[config.mk]
export PLATFORM = sky130hd
export DESIGN_NAME = bowling_round_sequencer
export DESIGN_NICKNAME = d
export VERILOG_FILES = /design/src/rtl/bowling_round_sequencer.sv
export SDC_FILE = /design/constraint.sdc
export NUM_CORES = 1
export LEC_CHECK = 0
export CORE_ASPECT_RATIO = 1.25
export CORE_MARGIN = 2
export CORE_UTILIZATION = 30
export CTS_CLUSTER_DIAMETER = 100
export CTS_CLUSTER_SIZE = 25
export DETAILED_ROUTE_END_ITERATION = 8
export GPL_TIMING_DRIVEN = 0
export PLACE_DENSITY = 0.56
export SLEW_MARGIN = 30
export SYNTH_ARGS = -nofsm -noshare
export SYNTH_HDL_FRONTEND = slang
export SYNTH_SLANG_ARGS = --single-unit
[constraint.sdc]
create_clock -name CLOCK_50 -period 3.1 [get_ports CLOCK_50]
set_clock_uncertainty 0.1 [all_clocks]
set_input_delay 0.465 -clock CLOCK_50 [delete_from_list [all_inputs] [get_ports CLOCK_50]]
set_output_delay 0.465 -clock CLOCK_50 [all_outputs]
set_load 0.02 [all_outputs]
[src/rtl/bowling_round_sequencer.sv]
// Game-level sequencer: turns pin-FSM hit/miss pulses into round count, score and phase,
// and pulses round/game resets back to the aim, power and pin blocks.
`timescale 1ns/1ps
module bowling_round_sequencer #(
  parameter int NUM_ROUNDS     = 10,
  parameter int SCORE_W        = 5,
  parameter int SETTLE_CYCLES  = 25000000,
  parameter int TIMEOUT_CYCLES = 250000000
) (
  input  logic               CLOCK_50,
  input  logic               reset,
  input  logic               start,
  input  logic               throw,
  input  logic               hit,
  input  logic               miss,
  output logic               round_reset,
  output logic               game_reset,
  output logic [3:0]         round_num,
  output logic [SCORE_W-1:0] score,
  output logic [1:0]         phase,
  output logic               game_over,
  output logic               proto_err
);

  localparam int SW = (SETTLE_CYCLES  > 1) ? $clog2(SETTLE_CYCLES)  : 1;
  localparam int TW = (TIMEOUT_CYCLES > 1) ? $clog2(TIMEOUT_CYCLES) : 1;

  typedef enum logic [2:0] {
    S_IDLE, S_AIMPOWER, S_CALCULATE, S_SETTLE, S_UPDATE, S_OVER
  } state_e;

  state_e             state_q, state_d;
  logic [3:0]         round_q, round_d;
  logic [SCORE_W-1:0] score_q, score_d;
  logic               err_q, err_d;
  logic [SW-1:0]      settle_q, settle_d;
  logic [TW-1:0]      tmo_q, tmo_d;
  logic               round_reset_q, round_reset_d;
  logic               game_reset_q, game_reset_d;
  logic [1:0]         phase_q, phase_d;
  logic               game_over_q, game_over_d;

  always_ff @(posedge CLOCK_50 or negedge reset) begin
    if (!reset) begin
      state_q       <= S_IDLE;
      round_q       <= '0;
      score_q       <= '0;
      err_q         <= 1'b0;
      settle_q      <= '0;
      tmo_q         <= '0;
      round_reset_q <= 1'b0;
      game_reset_q  <= 1'b0;
      phase_q       <= 2'b11;
      game_over_q   <= 1'b0;
    end else begin
      state_q       <= state_d;
      round_q       <= round_d;
      score_q       <= score_d;
      err_q         <= err_d;
      settle_q      <= settle_d;
      tmo_q         <= tmo_d;
      round_reset_q <= round_reset_d;
      game_reset_q  <= game_reset_d;
      phase_q       <= phase_d;
      game_over_q   <= game_over_d;
    end
  end

  // Phase and game_over are derived from the next state so they register alongside it.
  always_comb begin
    state_d       = state_q;
    round_d       = round_q;
    score_d       = score_q;
    err_d         = err_q;
    settle_d      = settle_q;
    tmo_d         = tmo_q;
    round_reset_d = 1'b0;
    game_reset_d  = 1'b0;

    unique case (state_q)
      S_IDLE, S_OVER: begin
        if (start) begin
          state_d      = S_AIMPOWER;
          score_d      = '0;
          round_d      = 4'd1;
          err_d        = 1'b0;
          game_reset_d = 1'b1;
        end
      end
      S_AIMPOWER: begin
        if (throw) begin
          state_d = S_CALCULATE;
          tmo_d   = '0;
        end
      end
      S_CALCULATE: begin
        if (hit || miss) begin
          if (hit && !miss && (score_q != {SCORE_W{1'b1}})) score_d = score_q + 1'b1;
          if (hit && miss) err_d = 1'b1;
          state_d  = S_SETTLE;
          settle_d = SW'(SETTLE_CYCLES - 1);
        end else if (tmo_q == TW'(TIMEOUT_CYCLES - 1)) begin
          err_d    = 1'b1;
          state_d  = S_SETTLE;
          settle_d = SW'(SETTLE_CYCLES - 1);
        end else begin
          tmo_d = tmo_q + 1'b1;
        end
      end
      S_SETTLE: begin
        if (settle_q == '0) state_d = S_UPDATE;
        else                settle_d = settle_q - 1'b1;
      end
      S_UPDATE: begin
        if (round_q == 4'(NUM_ROUNDS)) begin
          state_d = S_OVER;
        end else begin
          round_d       = round_q + 1'b1;
          state_d       = S_AIMPOWER;
          round_reset_d = 1'b1;
        end
      end
      default: state_d = S_IDLE;
    endcase

    unique case (state_d)
      S_AIMPOWER:            phase_d = 2'b00;
      S_CALCULATE, S_SETTLE: phase_d = 2'b01;
      S_UPDATE:              phase_d = 2'b10;
      default:               phase_d = 2'b11;
    endcase
    game_over_d = (state_d == S_OVER);
  end

  assign round_reset = round_reset_q;
  assign game_reset  = game_reset_q;
  assign round_num   = round_q;
  assign score       = score_q;
  assign phase       = phase_q;
  assign game_over   = game_over_q;
  assign proto_err   = err_q;

endmodule
==> flow_summary.rst, run 1 <==
.. list-table::
   :header-rows: 1

   * - Metric
     - Value
   * - Result of the run
     - finished, final reports clean
   * - Effective utilization at floorplan
     - 0.310
   * - Synth Flop Type
     - sky130_fd_sc_hd__dfrtp_1
   * - Number of buffers inserted by post-CTS setup repair
     - 0
   * - Actual transition at the worst max-transition pin
     - about 0.8 ns
   * - Routed vias
     - between 2,000 and 3,000
   * - Delay contributed by the slowest stage of the critical path
     - around 0.55 ns
   * - Class of the most critical hold timing path
     - register to register
   * - Maximum buffer depth of the clock tree
     - 2
   * - Cell variety after synth
     - 55
   * - Final nets
     - between 400 and 500
   * - Share of synthesized registers carrying an async set or reset
     - 1.00
   * - Fraction of the cycle the final worst path needs
     - 0.948
   * - Initial antenna violation count
     - 0
   * - Startpoint of the worst hold path
     - settle_q[20]$_DFFE_PN0P_
   * - Maxcap violations
     - 0
   * - Post-synthesis cell area
     - approximately 3800 sq um
   * - Highest clock rate
     - ~0.34 GHz
   * - Area Overhead vs Synth
     - 19.2%
   * - Floorplan row count
     - 45
   * - Reg2Reg Launch Point
     - settle_q[0]$_DFFE_PN0P_
   * - Final worst path period need
     - 2.94 ns
   * - Library cell occupying the most area in the post-synthesis netlist
     - sky130_fd_sc_hd__dfrtp_1
   * - Synthesized area per cell
     - slightly below 10 sq um
   * - Proportion of netlist area held by the largest area contributor
     - 0.456
   * - I/O pins
     - 21
   * - Endpoint of the lowest-slack register-to-register path
     - settle_q[5]$_DFFE_PN0P_
   * - # setup viols final
     - 0
   * - Endpoint kind of the worst setup timing path
     - register
   * - Placed wire-length estimate after detailed placement
     - 5810 um
   * - Power per Cell Area
     - 440 nW/um^2
   * - Remaining Overflow, GRT
     - 0
   * - Largest fanout of any net on the critical path
     - 10
   * - Critical path launch point type
     - register
   * - Gr usage total
     - 0.127
   * - Die boundary width
     - 105 um
   * - Setup ws final
     - about 0.16 ns
   * - H-tree Lvls
     - 3
   * - Number of inserted diodes
     - 0
   * - Type of the setup path with the least slack
     - register to register
   * - Slowest CP cell
     - sky130_fd_sc_hd__or4_4
   * - Layout cell share with drive strength beyond 1
     - 0.114
   * - Final core utilization
     - 0.370
   * - Setup slack, reg-to-reg
     - around 0.16 ns
   * - Last weighted congestion value of the routability-driven placer
     - about 0.80
   * - Number of port buffers
     - 20
   * - Average wire length per cell after detail routing
     - 13.6 um
   * - Most common library cells after synthesis
     - sky130_fd_sc_hd__dfrtp_1 (69), sky130_fd_sc_hd__nor2_1 (50), sky130_fd_sc_hd__nand2_1 (33)
   * - Nets in the synthesized netlist
     - roughly 410
   * - Family with the most delay on the worst path
     - simple AND/OR/NAND/NOR gates
   * - Wire length of the first global-routing pass
     - 13,900 um
   * - Biggest area contributors in the synthesized netlist
     - sky130_fd_sc_hd__dfrtp_1 (46%), sky130_fd_sc_hd__xnor2_1 (6.7%), sky130_fd_sc_hd__nor2_1 (5.0%)
   * - Total iterations of the first detailed-routing run
     - 4
   * - YS warnings
     - 0
   * - Post-synthesis cell count
     - between 300 and 400
   * - Worst EP arrival
     - 3.04 ns
   * - CTS tree
     - built
   * - Die Outline Area
     - approximately 14,000 sq um
   * - Clock insertion delay at the later pin of the skew report
     - around 0.33 ns
   * - Final instance area
     - 4520 sq um
   * - VDD IR max
     - between 200 and 250 uV
   * - Fin. max-slew vios
     - 0
   * - Crit path required time
     - approximately 3.2 ns
   * - Setup repair after global routing missed its margin
     - false
   * - Leakage power figure
     - between 1.5 and 2 nW
   * - Clock Pin Slew Worst Setup and Hold Paths
     - roughly 0.060 ns
   * - Worst Path Buf+Inv
     - 2
   * - Cell Count, Final, Fillers Out
     - 593
   * - DRT Wirelength
     - 8050 um
   * - Number of buffers created by CTS
     - 9
   * - Root Driver
     - sky130_fd_sc_hd__clkbuf_16
   * - Placeable core area
     - around 12,000 sq um
   * - Worst hold path stage count
     - 2
   * - Die outline height
     - around 130 um
   * - Number of DRC violations after detailed routing
     - 0
   * - Num Clock Sinks
     - between 70 and 80
   * - Sequence of cells on the critical path
     - inv_1 -> ha_1 -> or3b_2 -> or4_4 -> o31ai_2 -> buf_2 -> nor3_1 -> xnor2_1 -> nand2_1
   * - Overall power of the completed layout
     - between 0.0015 and 0.002 W
   * - Cell depth of the worst flop-to-flop path
     - 9
   * - Max-Slew Margin vs Limit
     - 0.452
   * - Post-synthesis sequential area ratio
     - 0.469
   * - Via/cell ratio
     - between 4 and 5
   * - Vias in the first global route
     - between 2,000 and 3,000
   * - Initial drt markers
     - slightly below 100
   * - Final hold violations
     - 0
   * - Placed Area
     - roughly 4200 sq um
   * - Synthesized flop and latch total
     - 71
   * - Antenna-violating nets left
     - 0
   * - Largest net degree at the start of global routing
     - 42
   * - Worst Setup Slack post-DPL
     - -0.0712 ns
   * - Number of enable flip-flop cells after synthesis
     - 0
   * - Worst Hold Endpoint
     - settle_q[20]$_DFFE_PN0P_
   * - Cell with the most instances after synthesis
     - sky130_fd_sc_hd__dfrtp_1
   * - Placed instance count
     - about 580
[power by group]
| group | leakage, nW | switching, W | internal [W] |
|---|---|---|---|
| combinational | 0.787 | 0.0000338 | 0.0000174 |
| sequential | 0.792 | 0.00000197 | 0.000929 |
| clock | 0.146 | 0.000387 | 0.000621 |
[final cells by class]
type                       count  area, sq um
fill                        1266         7700
multi-input combinational    292         1900
sequential                    71         1780
clock buffer                  10          229
timing repair buffer          22          228
tap                          164          205
clock inverter                 6         62.6
buffer                        15         62.6
inverter                      13         48.8
[kinds of logic after synthesis]
group           after synthesis  share of synthesized area
simple gates                181                      0.254
flops                        71                      0.469
compound gates               58                      0.115
xor+xnor                     41                     0.0947
buf+inv                      29                     0.0300
fa+ha+maj                     8                     0.0264
mux                           4                     0.0112
[how the worst max path moves through the flow]
stage / startpoint / endpoint / cells past startpoint
floorplan: settle_q[0]$_DFFE_PN0P_ / settle_q[14]$_DFFE_PN0P_ / 9
detailed placement: state_q[1]$_DFF_PN0_ / settle_q[14]$_DFFE_PN0P_ / 7
global route: settle_q[0]$_DFFE_PN0P_ / settle_q[5]$_DFFE_PN0P_ / 9
finish: settle_q[0]$_DFFE_PN0P_ / settle_q[5]$_DFFE_PN0P_ / 9
CTS: state_q[1]$_DFF_PN0_ / settle_q[12]$_DFFE_PN0P_ / 7
global placement: reset / tmo_q[16]$_DFFE_PN0P_ / 1
[worst register-to-register path, stage by stage, from the launching register on]
cell                      delay, ns
sky130_fd_sc_hd__dfrtp_1       0.42
sky130_fd_sc_hd__inv_1         0.08
sky130_fd_sc_hd__ha_1          0.20
sky130_fd_sc_hd__or3b_2        0.51
sky130_fd_sc_hd__or4_4         0.55
sky130_fd_sc_hd__o31ai_2       0.34
sky130_fd_sc_hd__buf_2         0.29
sky130_fd_sc_hd__nor3_1        0.09
sky130_fd_sc_hd__xnor2_1       0.14
sky130_fd_sc_hd__nand2_1       0.07
[flip-flops by register name, indices dropped and copies added (netlist names), 2 cells and up]
| register | count |
|---|---|
| score | 5 |
| round_num | 4 |
| state_q | 3 |
| settle_q | 25 |
| phase | 2 |
| tmo_q | 28 |
[cell usage in the layout, fill, tap and decap left out, types with 11 or more instances in the layout]
master / n
sky130_fd_sc_hd__a21oi_1: 16
sky130_fd_sc_hd__clkbuf_1: 11
sky130_fd_sc_hd__clkdlybuf4s50_1: 19
sky130_fd_sc_hd__dfrtp_1: 69
sky130_fd_sc_hd__inv_1: 13
sky130_fd_sc_hd__nand2_1: 32
sky130_fd_sc_hd__nand3_1: 20
sky130_fd_sc_hd__nor2_1: 50
sky130_fd_sc_hd__xnor2_1: 29
sky130_fd_sc_hd__xor2_1: 12
[per-layer routing]
layer  vias up  GRT usage  routed length (um)
li1       1463          -                   -
met1      1425      0.150                3660
met2        51      0.226                4030
met3        11     0.0236                 254
met4         0     0.0564                 105
met5         -          0                   0
[metrics by stage]
stage / hold slack, ns / TNS (ns)
after CTS: 0.414 / 0
after floorplan: 0.0694 / 0
after global routing: 0.462 / 0
final: 0.411 / 0
after global placement: 0.399 / -71.89
after detailed placement: 0.333 / -0.579
[timing repair]
action	in CTS	in global routing
gates resized for setup	1	3
pin swaps	0	0
hold buffers	1	0
setup endpoints to repair	10	10
endpoints found under the hold margin	28	0
(Power assumes the default switching activity.)
==> run 2, diff against run 1 <==
Settings changed: CTS_CLUSTER_DIAMETER 100 to 120.
==> results of run 2 <==
No change in the layout: final DEF, timing and power equal those of run 1.
